$ cat src/rtl/spmat_lane_packer_if.sv
// Nonzero input stream (nz_*) and 4-lane packed group output stream (S_*) of spmat_lane_packer.
// slave is the packer's view; master is the producer/consumer environment's view.
interface spmat_lane_packer_if #(
    parameter int IW = 8
);
    logic [IW-1:0]   nz_col;
    logic [31:0]     nz_val_i;
    logic [31:0]     nz_val_r;
    logic            nz_last;
    logic            nz_empty;
    logic            nz_vld;
    logic            nz_rdy;

    logic [4*IW-1:0] Scol_index;
    logic [31:0]     S_val_i0;
    logic [31:0]     S_val_i1;
    logic [31:0]     S_val_i2;
    logic [31:0]     S_val_i3;
    logic [31:0]     S_val_r0;
    logic [31:0]     S_val_r1;
    logic [31:0]     S_val_r2;
    logic [31:0]     S_val_r3;
    logic [3:0]      S_lane_vld;
    logic            S_last;
    logic [IW-1:0]   S_row;
    logic            S_vld_o;
    logic            S_rdy_o;

    modport slave (
        input  nz_col, nz_val_i, nz_val_r, nz_last, nz_empty, nz_vld,
        output nz_rdy,
        output Scol_index, S_val_i0, S_val_i1, S_val_i2, S_val_i3,
        output S_val_r0, S_val_r1, S_val_r2, S_val_r3,
        output S_lane_vld, S_last, S_row, S_vld_o,
        input  S_rdy_o
    );

    modport master (
        output nz_col, nz_val_i, nz_val_r, nz_last, nz_empty, nz_vld,
        input  nz_rdy,
        input  Scol_index, S_val_i0, S_val_i1, S_val_i2, S_val_i3,
        input  S_val_r0, S_val_r1, S_val_r2, S_val_r3,
        input  S_lane_vld, S_last, S_row, S_vld_o,
        output S_rdy_o
    );
endinterface

$ cat src/rtl/spmat_lane_packer.sv
// Packs complex nonzeros into 4-lane row groups: gather stage -> output stage, 1 nonzero/cycle sustained.
// Optional SPMAT_NNZ_CNT_EN adds a saturating nnz_cnt port counting accepted non-empty elements.
module spmat_lane_packer #(
    parameter int MAT_RANK = 256
) (
    input  logic                clk,
    input  logic                rst_n,
    spmat_lane_packer_if.slave  io
`ifdef SPMAT_NNZ_CNT_EN
    ,
    output logic [31:0]         nnz_cnt
`endif
);
    localparam int IW = $clog2(MAT_RANK);

    logic [1:0]            cnt;
    logic                  gather_full;
    logic [3:0][IW-1:0]    g_col;
    logic [3:0][31:0]      g_vi;
    logic [3:0][31:0]      g_vr;
    logic [3:0]            g_lvld;
    logic                  g_last;
    logic [IW-1:0]         row_cnt;

    logic [3:0][IW-1:0]    o_col;
    logic [3:0][31:0]      o_vi;
    logic [3:0][31:0]      o_vr;
    logic [3:0]            o_lvld;
    logic                  o_last;
    logic [IW-1:0]         o_row;
    logic                  o_vld;

    logic                  load;
    logic                  accept;
    logic                  elem_last;
    logic [1:0]            wr_lane;

    assign load      = gather_full && (!o_vld || io.S_rdy_o);
    assign io.nz_rdy = !gather_full || load;
    assign accept    = io.nz_vld && io.nz_rdy;
    // An empty-row marker always closes its row, even if nz_last was left low.
    assign elem_last = io.nz_last || io.nz_empty;
    // Accepting while full only happens alongside a load, so the element opens a fresh group.
    assign wr_lane   = gather_full ? 2'd0 : cnt;

    always_ff @(posedge clk or negedge rst_n) begin
        if (!rst_n) begin
            cnt         <= '0;
            gather_full <= 1'b0;
            g_col       <= '0;
            g_vi        <= '0;
            g_vr        <= '0;
            g_lvld      <= '0;
            g_last      <= 1'b0;
            row_cnt     <= '0;
        end else begin
            if (load) begin
                cnt         <= '0;
                gather_full <= 1'b0;
                g_col       <= '0;
                g_vi        <= '0;
                g_vr        <= '0;
                g_lvld      <= '0;
                g_last      <= 1'b0;
                if (g_last) begin
                    row_cnt <= (row_cnt == IW'(MAT_RANK - 1)) ? '0 : row_cnt + 1'b1;
                end
            end
            if (accept) begin
                if (!io.nz_empty) begin
                    g_col[wr_lane]  <= io.nz_col;
                    g_vi[wr_lane]   <= io.nz_val_i;
                    g_vr[wr_lane]   <= io.nz_val_r;
                    g_lvld[wr_lane] <= 1'b1;
                end
                if (wr_lane == 2'd3 || elem_last) begin
                    gather_full <= 1'b1;
                    g_last      <= elem_last;
                end else begin
                    cnt <= wr_lane + 2'd1;
                end
            end
        end
    end

    always_ff @(posedge clk or negedge rst_n) begin
        if (!rst_n) begin
            o_col  <= '0;
            o_vi   <= '0;
            o_vr   <= '0;
            o_lvld <= '0;
            o_last <= 1'b0;
            o_row  <= '0;
            o_vld  <= 1'b0;
        end else if (load) begin
            o_col  <= g_col;
            o_vi   <= g_vi;
            o_vr   <= g_vr;
            o_lvld <= g_lvld;
            o_last <= g_last;
            o_row  <= row_cnt;
            o_vld  <= 1'b1;
        end else if (o_vld && io.S_rdy_o) begin
            o_vld  <= 1'b0;
        end
    end

    assign io.Scol_index = o_col;
    assign io.S_val_i0   = o_vi[0];
    assign io.S_val_i1   = o_vi[1];
    assign io.S_val_i2   = o_vi[2];
    assign io.S_val_i3   = o_vi[3];
    assign io.S_val_r0   = o_vr[0];
    assign io.S_val_r1   = o_vr[1];
    assign io.S_val_r2   = o_vr[2];
    assign io.S_val_r3   = o_vr[3];
    assign io.S_lane_vld = o_lvld;
    assign io.S_last     = o_last;
    assign io.S_row      = o_row;
    assign io.S_vld_o    = o_vld;

`ifdef SPMAT_NNZ_CNT_EN
    always_ff @(posedge clk or negedge rst_n) begin
        if (!rst_n) begin
            nnz_cnt <= '0;
        end else if (accept && !io.nz_empty && nnz_cnt != 32'hFFFF_FFFF) begin
            nnz_cnt <= nnz_cnt + 32'd1;
        end
    end
`endif
endmodule

$ cat src/flat_wrapper.sv
// flat-port wrapper written by rule: the top's interface ports become plain ports
module spmat_lane_packer_flat 
#(
    parameter int MAT_RANK = 256
)
  (clk, rst_n, io_nz_col, io_nz_val_i, io_nz_val_r, io_nz_last, io_nz_empty, io_nz_vld, io_nz_rdy, io_Scol_index, io_S_val_i0, io_S_val_i1, io_S_val_i2, io_S_val_i3, io_S_val_r0, io_S_val_r1, io_S_val_r2, io_S_val_r3, io_S_lane_vld, io_S_last, io_S_row, io_S_vld_o, io_S_rdy_o);
  spmat_lane_packer_if #(.IW(($clog2(MAT_RANK)))) io_i ();
  input  logic clk;
  input  logic rst_n;
  input wire logic [$bits(io_i.nz_col)-1:0] io_nz_col;
  input wire logic [$bits(io_i.nz_val_i)-1:0] io_nz_val_i;
  input wire logic [$bits(io_i.nz_val_r)-1:0] io_nz_val_r;
  input wire logic [$bits(io_i.nz_last)-1:0] io_nz_last;
  input wire logic [$bits(io_i.nz_empty)-1:0] io_nz_empty;
  input wire logic [$bits(io_i.nz_vld)-1:0] io_nz_vld;
  output wire logic [$bits(io_i.nz_rdy)-1:0] io_nz_rdy;
  output wire logic [$bits(io_i.Scol_index)-1:0] io_Scol_index;
  output wire logic [$bits(io_i.S_val_i0)-1:0] io_S_val_i0;
  output wire logic [$bits(io_i.S_val_i1)-1:0] io_S_val_i1;
  output wire logic [$bits(io_i.S_val_i2)-1:0] io_S_val_i2;
  output wire logic [$bits(io_i.S_val_i3)-1:0] io_S_val_i3;
  output wire logic [$bits(io_i.S_val_r0)-1:0] io_S_val_r0;
  output wire logic [$bits(io_i.S_val_r1)-1:0] io_S_val_r1;
  output wire logic [$bits(io_i.S_val_r2)-1:0] io_S_val_r2;
  output wire logic [$bits(io_i.S_val_r3)-1:0] io_S_val_r3;
  output wire logic [$bits(io_i.S_lane_vld)-1:0] io_S_lane_vld;
  output wire logic [$bits(io_i.S_last)-1:0] io_S_last;
  output wire logic [$bits(io_i.S_row)-1:0] io_S_row;
  output wire logic [$bits(io_i.S_vld_o)-1:0] io_S_vld_o;
  input wire logic [$bits(io_i.S_rdy_o)-1:0] io_S_rdy_o;
  assign io_i.nz_col = io_nz_col;
  assign io_i.nz_val_i = io_nz_val_i;
  assign io_i.nz_val_r = io_nz_val_r;
  assign io_i.nz_last = io_nz_last;
  assign io_i.nz_empty = io_nz_empty;
  assign io_i.nz_vld = io_nz_vld;
  assign io_nz_rdy = io_i.nz_rdy;
  assign io_Scol_index = io_i.Scol_index;
  assign io_S_val_i0 = io_i.S_val_i0;
  assign io_S_val_i1 = io_i.S_val_i1;
  assign io_S_val_i2 = io_i.S_val_i2;
  assign io_S_val_i3 = io_i.S_val_i3;
  assign io_S_val_r0 = io_i.S_val_r0;
  assign io_S_val_r1 = io_i.S_val_r1;
  assign io_S_val_r2 = io_i.S_val_r2;
  assign io_S_val_r3 = io_i.S_val_r3;
  assign io_S_lane_vld = io_i.S_lane_vld;
  assign io_S_last = io_i.S_last;
  assign io_S_row = io_i.S_row;
  assign io_S_vld_o = io_i.S_vld_o;
  assign io_i.S_rdy_o = io_S_rdy_o;
  spmat_lane_packer #(.MAT_RANK(MAT_RANK)) u_core (.clk(clk), .rst_n(rst_n), .io(io_i));
endmodule
$ cat config.mk
export PLATFORM = sky130hd
export DESIGN_NAME = spmat_lane_packer_flat
export DESIGN_NICKNAME = d
export VERILOG_FILES = /design/src/rtl/spmat_lane_packer_if.sv /design/src/rtl/spmat_lane_packer.sv /design/src/flat_wrapper.sv
export SDC_FILE = /design/constraint.sdc
export NUM_CORES = 1
export LEC_CHECK = 0
export ABC_CLOCK_PERIOD_IN_PS = 3200
export CAP_MARGIN = 5
export CORE_MARGIN = 8
export CORE_UTILIZATION = 30
export DETAILED_ROUTE_END_ITERATION = 10
export PLACE_DENSITY = 0.53
export SYNTH_ARGS = -nofsm -noshare
export SYNTH_HDL_FRONTEND = slang
export SYNTH_SLANG_ARGS = --single-unit
$ cat constraint.sdc
create_clock -name clk -period 3.2 [get_ports clk]
set_input_delay 0.64 -clock clk [delete_from_list [all_inputs] [get_ports clk]]
set_output_delay 0.64 -clock clk [all_outputs]
set_load 0.03 [all_outputs]
==> metrics.cfg, run 1 <==
[status]
status=finished, final reports clean

[power]
pwr-share-comb_pct=15.4
power_density_nw_per_um2=649
leakagePower_nw=13.9
pwr-share-seq_pct=43.5
switchingPower_mw=5.47
ir_drop_mv=0.342
switching_share_pct=27.4
p_int_mw=14.5
pwr-share-clk_pct=41.2

[critical_path]
cp_num_cells=2
slowest_stage=clkdlybuf4s50_1
r2r_cells=4
cp-endpoint=io_nz_rdy
max_stage_delay_ns=0.72
crit_path_max_fanout=11
arrival_ns=2.08
crit_chain=nand3b_1 > clkdlybuf4s50_1
cp_num_buf_inv=1
path_class=reg -> out
crit_path_start_kind=register
rr_endpoint=u_core.g_vr[39]
required_ns=2.56
end_kind=output port
rrSetupSlack_ns=1.18
reg2reg_from=u_core.gather_full
crit_start=u_core.gather_full
critical-path-top-delay-family=buffers and inverters

[clock_tree]
clockRootBuffer=clkbuf_16
htreeDepth=3
cts_inserted_buffers=70
cts_tree=built
post_cts_buffers=0
cts_sinks=606
worstSkewPairLatency_ns=0.61
postCtsHoldBufs=0
cts_max_path_buffers=3
cts_resized=0
clkTransAtPathRegs_ns=0.06

[global_routing]
grt_pass1_wl_um=100000
gr-total-overflow=0
track_usage_pct=14.7
global_route.usage.met1_pct=18.8
grt_util_met3_pct=3.96
grt_max_degree=95
use_met2_pct=23.9
grt_pass1_vias=16100
antenna_found_initial=3
gr-max-usage-layer=met2

[timing]
period_share_pct=85.1
fin_skew_ns=0.0247
slew_headroom_pct=51.1
finalSetupTns_ns=0
fmax_ghz=0.367
finalHoldViolations=0
finalCriticalPeriod_ns=2.72
rsz0062_at_grt=no
setup_violations=0
slew_viol_final=0
timing_worst_slew_pin_value_ns=0.733

[die]
die_h_um=294
die_area_um2=86300
core_um2=77000
fp.dieW_um=294
floorplan.initialDensity_pct=30.1
pin_count=381
rows=102

[detailed_routing]
postRouteAntennaNets=0
drt-initial-drc-count=851
wire_per_inst_um=18.7
vias=15400
postRouteWirelength_um=64200
post-route-drc-count=0
avgViaCountPerCell=4.47
firstDrtPassIters=5

[logic_synthesis]
ys_seq_area_share_pct=65.5
syn_area_per_cell_um2=11.8
synthCells=1968
async_flop_share_pct=100
synth_edf_count=0
ys.warnings.count=0
synthXorXnorAreaFrac_pct=0.114
synth_simple_gate_area_share_pct=10.4
synth_flop_cell=dfrtp_1
syn_nets=2047
syn_area_um2=23100
synth_compound_area_share_pct=6.80
synth-adder-area-share_pct=0.0541
muxShareOfSynthArea_pct=14.6
ys_ff_latch=606
synth_cell_type_count=33
synth_top_family_by_area=multiplexers

[cells_and_area]
area_growth_pct=32.9
stdcell_count=3434
fill_cells=7293
drive_gt1_share_pct=19.4
nets=2420
final_util_pct=40.0

[min_path]
hold_path_class=in -> async

[flow_run]
maxCapViolCount=0

[placed_design]
portBuffers=380
post-place-cells=3309
place_congestion=0.767
dp_hpwl_um=44100

==> registers in the layout, summed over array words and instances, names as in the netlist <==
name / cells
u_core.cnt: 2
u_core.g_col: 32
u_core.g_last: 1
u_core.g_lvld: 4
u_core.g_vi: 128
u_core.g_vr: 128
u_core.gather_full: 1
u_core.io.S_lane_vld: 4
u_core.io.S_last: 1
u_core.io.S_row: 8
u_core.io.S_val_i0: 32
u_core.io.S_val_i1: 32
u_core.io.S_val_i2: 32
u_core.io.S_val_i3: 32
u_core.io.S_val_r0: 32
u_core.io.S_val_r1: 32
u_core.io.S_val_r2: 32
u_core.io.S_val_r3: 32
u_core.io.S_vld_o: 1
u_core.io.Scol_index: 32
u_core.row_cnt: 8
==> metal layers <==
metal	vias to the layer above	wire length, µm	share of wire (%)
met1	7615	28100	44
met2	316	30700	48
met4	0	1710	2.7
li1	7331	-	-
met5	-	0	0
met3	103	3630	5.7
==> through the flow <==
step / total power, mW / hold WS, ns / cell area, µm² / setup WS, ns
CTS: 20.3 / 0.0435 / 30800 / 0.433
global placement: 11.9 / 0.458 / 28400 / 0.539
finish: 20.0 / 0.0171 / 30800 / 0.476
detailed placement: 11.9 / 0.463 / 28400 / 0.525
global route: 20.9 / 0.0568 / 30800 / 0.367
floorplan: 10.3 / 0.344 / 23100 / 1.16
==> worst min-delay path by stage <==
stage	from	depth (start not counted)	slack [ns]	to
6_report	rst_n	1	0.02	u_core.io.S_val_i3[21]
5_1_grt	rst_n	1	0.06	u_core.io.S_val_i3[21]
4_1_cts	rst_n	1	0.04	u_core.io.S_val_i3[25]
3_5_place_dp	u_core.g_lvld[1]	1	0.46	u_core.g_lvld[1]
3_3_place_gp	u_core.g_lvld[0]	1	0.46	u_core.g_lvld[0]
2_1_floorplan	rst_n	0	0.34	u_core.cnt[0]
==> final cells by class <==
type | instances | area (µm²) | area share (%)
sequential | 606 | 15200 | 49.3
antenna | 3 | 7.51 | 0.0244
clock buffer | 97 | 1980 | 6.45
tap | 1040 | 1300 | 4.23
clock inverter | 25 | 413 | 1.34
timing repair buffer | 430 | 4480 | 14.6
inverter | 2 | 7.51 | 0.0244
multi-input combinational | 1231 | 7400 | 24.1
==> cell usage after synthesis, drive strengths merged, types with 3 or more instances <==
cell type | n | area (µm²)
a21o | 4 | 30.0
a21oi | 3 | 15.0
and2 | 3 | 18.8
buf | 71 | 362
clkbuf | 58 | 218
dfrtp | 606 | 15200
mux2 | 299 | 3370
nand2 | 593 | 2230
nand2b | 3 | 18.8
nand3 | 3 | 15.0
nand4 | 3 | 18.8
nor2 | 5 | 33.8
o21ai | 296 | 1480
xnor2 | 3 | 26.3
==> kinds of logic after synthesis <==
family / Yosys count
fa+ha+maj: 1
compound gates: 309
flops: 606
mux: 300
simple gates: 618
buf+inv: 131
xor+xnor: 3
==> power by group through the flow <==
stage	clock [mW]	sequential, mW	combinational, mW
final	8.22	8.67	3.07
after global routing	8.82	8.74	3.29
after CTS	8.50	8.68	3.12
after detailed placement	0	8.81	3.11
after global placement	0	8.79	3.08
after floorplan	0	9.39	0.957
==> layout by cell type, fill, tap and decap left out, types with 14 or more instances in the layout <==
cell type / count
buf_12: 24
buf_4: 26
clkbuf_1: 14
clkbuf_16: 70
clkdlybuf4s50_1: 379
dfrtp_1: 606
mux2_2: 299
nand2_1: 592
o21ai_0: 273
o21ai_1: 23
No activity file was read; power rests on OpenSTA's default activity.
==> run 2, diff against run 1 <==
--- a/config.mk
+++ b/config.mk
@@ -11,6 +11,7 @@
 export CORE_UTILIZATION = 30
 export DETAILED_ROUTE_END_ITERATION = 10
 export PLACE_DENSITY = 0.53
+export RECOVER_POWER = 100
 export SYNTH_ARGS = -nofsm -noshare
 export SYNTH_HDL_FRONTEND = slang
 export SYNTH_SLANG_ARGS = --single-unit
==> metrics.cfg, run 2 (synthesized netlist as in run 1, its figures left out) <==
[status]
status=complete, but fails checks
violations=capacitance limit, slew limit

[global_routing]
gr-total-overflow=0
antenna_found_initial=3
grt_pass1_wl_um=100000
grt_max_degree=95
track_usage_pct=14.7
grt_pass1_vias=16100

[cells_and_area]
largest_registers=u_core.g_vi (128), u_core.g_vr (128)
multi_input_area_um2=7380
ff_latch_area_um2=15200
fill_cells=7327
final_common_cell=dfrtp_1
most-common-layout-cells=dfrtp_1 (606), nand2_1 (593), dlygate4sd3_1 (305)
area_growth_pct=32.1
drive_gt1_share_pct=18.8
stdcell_count=3434
nets=2420

[power]
power_density_nw_per_um2=647
finalPower_mw=19.8
leakagePower_nw=14.8
ir_drop_mv=0.340

[clock_tree]
cts_sinks=606
postCtsHoldBufs=0
clockRootBuffer=clkbuf_16
post_cts_buffers=0
cts_resized=0
cts_inserted_buffers=70
worstSkewPairLatency_ns=0.61
cts_max_path_buffers=3
clkTransAtPathRegs_ns=0.06
cts_tree=built
htreeDepth=3

[detailed_routing]
avgViaCountPerCell=4.49
drt-initial-drc-count=850
wire_per_inst_um=18.7
postRouteWirelength_um=64200
vias=15400
postRouteAntennaNets=0
post-route-drc-count=0
firstDrtPassIters=5

[die]
die_h_um=294
floorplan.initialDensity_pct=30.1
core_um2=77000
die_area_um2=86300
rows=102
fp.dieW_um=294
pin_count=381

[critical_path]
crit_chain=dlygate4sd3_1 > nand3b_1 > dlygate4sd3_1
end_kind=output port
arrival_ns=2.20
required_ns=2.56
max_stage_delay_ns=0.76
path_common_cell=dlygate4sd3_1
slowest_stage=dlygate4sd3_1
crit_path_start_kind=input port
crit_path_max_fanout=5
cp_num_buf_inv=2
path_class=in -> out
critical-path-top-delay-family=buffers and inverters

[timing]
timing_worst_slew_pin_value_ns=2.36
finalSetupTns_ns=0
finalHoldWorstSlack_ns=0.477
setup_violations=0
rsz0062_at_grt=no
fin_ws_ns=0.356
finalCriticalPeriod_ns=2.84
fmax_ghz=0.352
fin_skew_ns=0.0286
slew_viol_final=69
finalHoldViolations=0
slew_headroom_pct=-57.1
period_share_pct=88.9

[flow_run]
maxCapViolCount=1

[min_path]
hold_path_class=reg -> reg

[placed_design]
place_congestion=0.767
portBuffers=380
dpl_worst_slack_ns=0.525
post-place-cells=3309
dp_hpwl_um=44100

-- run 2: cell types whose count changed in the layout (fill, tap and decap cells not counted), moves of 11 or more --
| cell | previous run | this run |
|---|---|---|
| clkdlybuf4s50_1 | 379 | 74 |
| dlygate4sd3_1 | 0 | 305 |
| o21ai_0 | 273 | 294 |
| o21ai_1 | 23 | 2 |
| buf_4 | 26 | 8 |
| clkbuf_1 | 14 | 25 |
| clkbuf_2 | 0 | 11 |
-- run 2: metrics by stage --
| step | utilization [%] | instance area [µm²] |
|---|---|---|
| floorplan | - | 23100 |
| global placement | 36.9 | 28400 |
| detailed placement | 36.9 | 28400 |
| CTS | 40.0 | 30800 |
| global route | 39.7 | 30600 |
| finish | 39.7 | 30600 |
-- run 2: final timing paths --
kind | end | start | slack [ns] | cells past startpoint
worst max-delay path | io_nz_rdy | io_S_rdy_o | 0.36 | 3
worst min-delay path | u_core.g_lvld[2] | u_core.g_lvld[2] | 0.48 | 1
worst max register to register | u_core.g_col[14] | u_core.gather_full | 0.43 | 4
worst min register to register | u_core.g_lvld[2] | u_core.g_lvld[2] | 0.48 | 1
max in group asynchronous | u_core.io.S_val_r1[12] | rst_n | 0.75 | 3
min in group asynchronous | u_core.io.S_val_i3[21] | rst_n | 0.70 | 1
-- run 2: area by class of cell --
| cell class | count | area share (%) |
|---|---|---|
| Sequential cell | 606 | 49.6 |
| Multi-Input combinational cell | 1231 | 24.1 |
| Timing Repair Buffer | 430 | 14.1 |
| Clock buffer | 97 | 6.49 |
| Antenna cell | 3 | 0.0246 |
| Inverter | 2 | 0.0246 |
| Tap cell | 1040 | 4.26 |
| Clock inverter | 25 | 1.35 |
-- run 2: worst register-to-register path: cells and delay by family, from the launching register on --
| kind | cells | cell delay, ns |
|---|---|---|
| AOI/OAI and AO/OA | 1 | 0.25 |
| buffers and inverters | 1 | 0.75 |
| DFF | 1 | 0.49 |
| and+or+nand+nor | 2 | 1.10 |
-- run 2: metal layers --
layer	track usage [%]	routed length [µm]
met5	0	0
met1	18.8	27800
met2	23.9	30900
met3	3.96	3700
met4	4.98	1700
-- run 2: power breakdown --
| group | total (mW) | internal (mW) | switching (mW) | leakage, nW |
|---|---|---|---|---|
| clock | 8.23 | 4.95 | 3.27 | 1.17 |
| combinational | 2.90 | 1.11 | 1.79 | 5.29 |
| sequential | 8.65 | 8.26 | 0.391 | 8.29 |
| total | 19.8 | 14.3 | 5.45 | 14.8 |
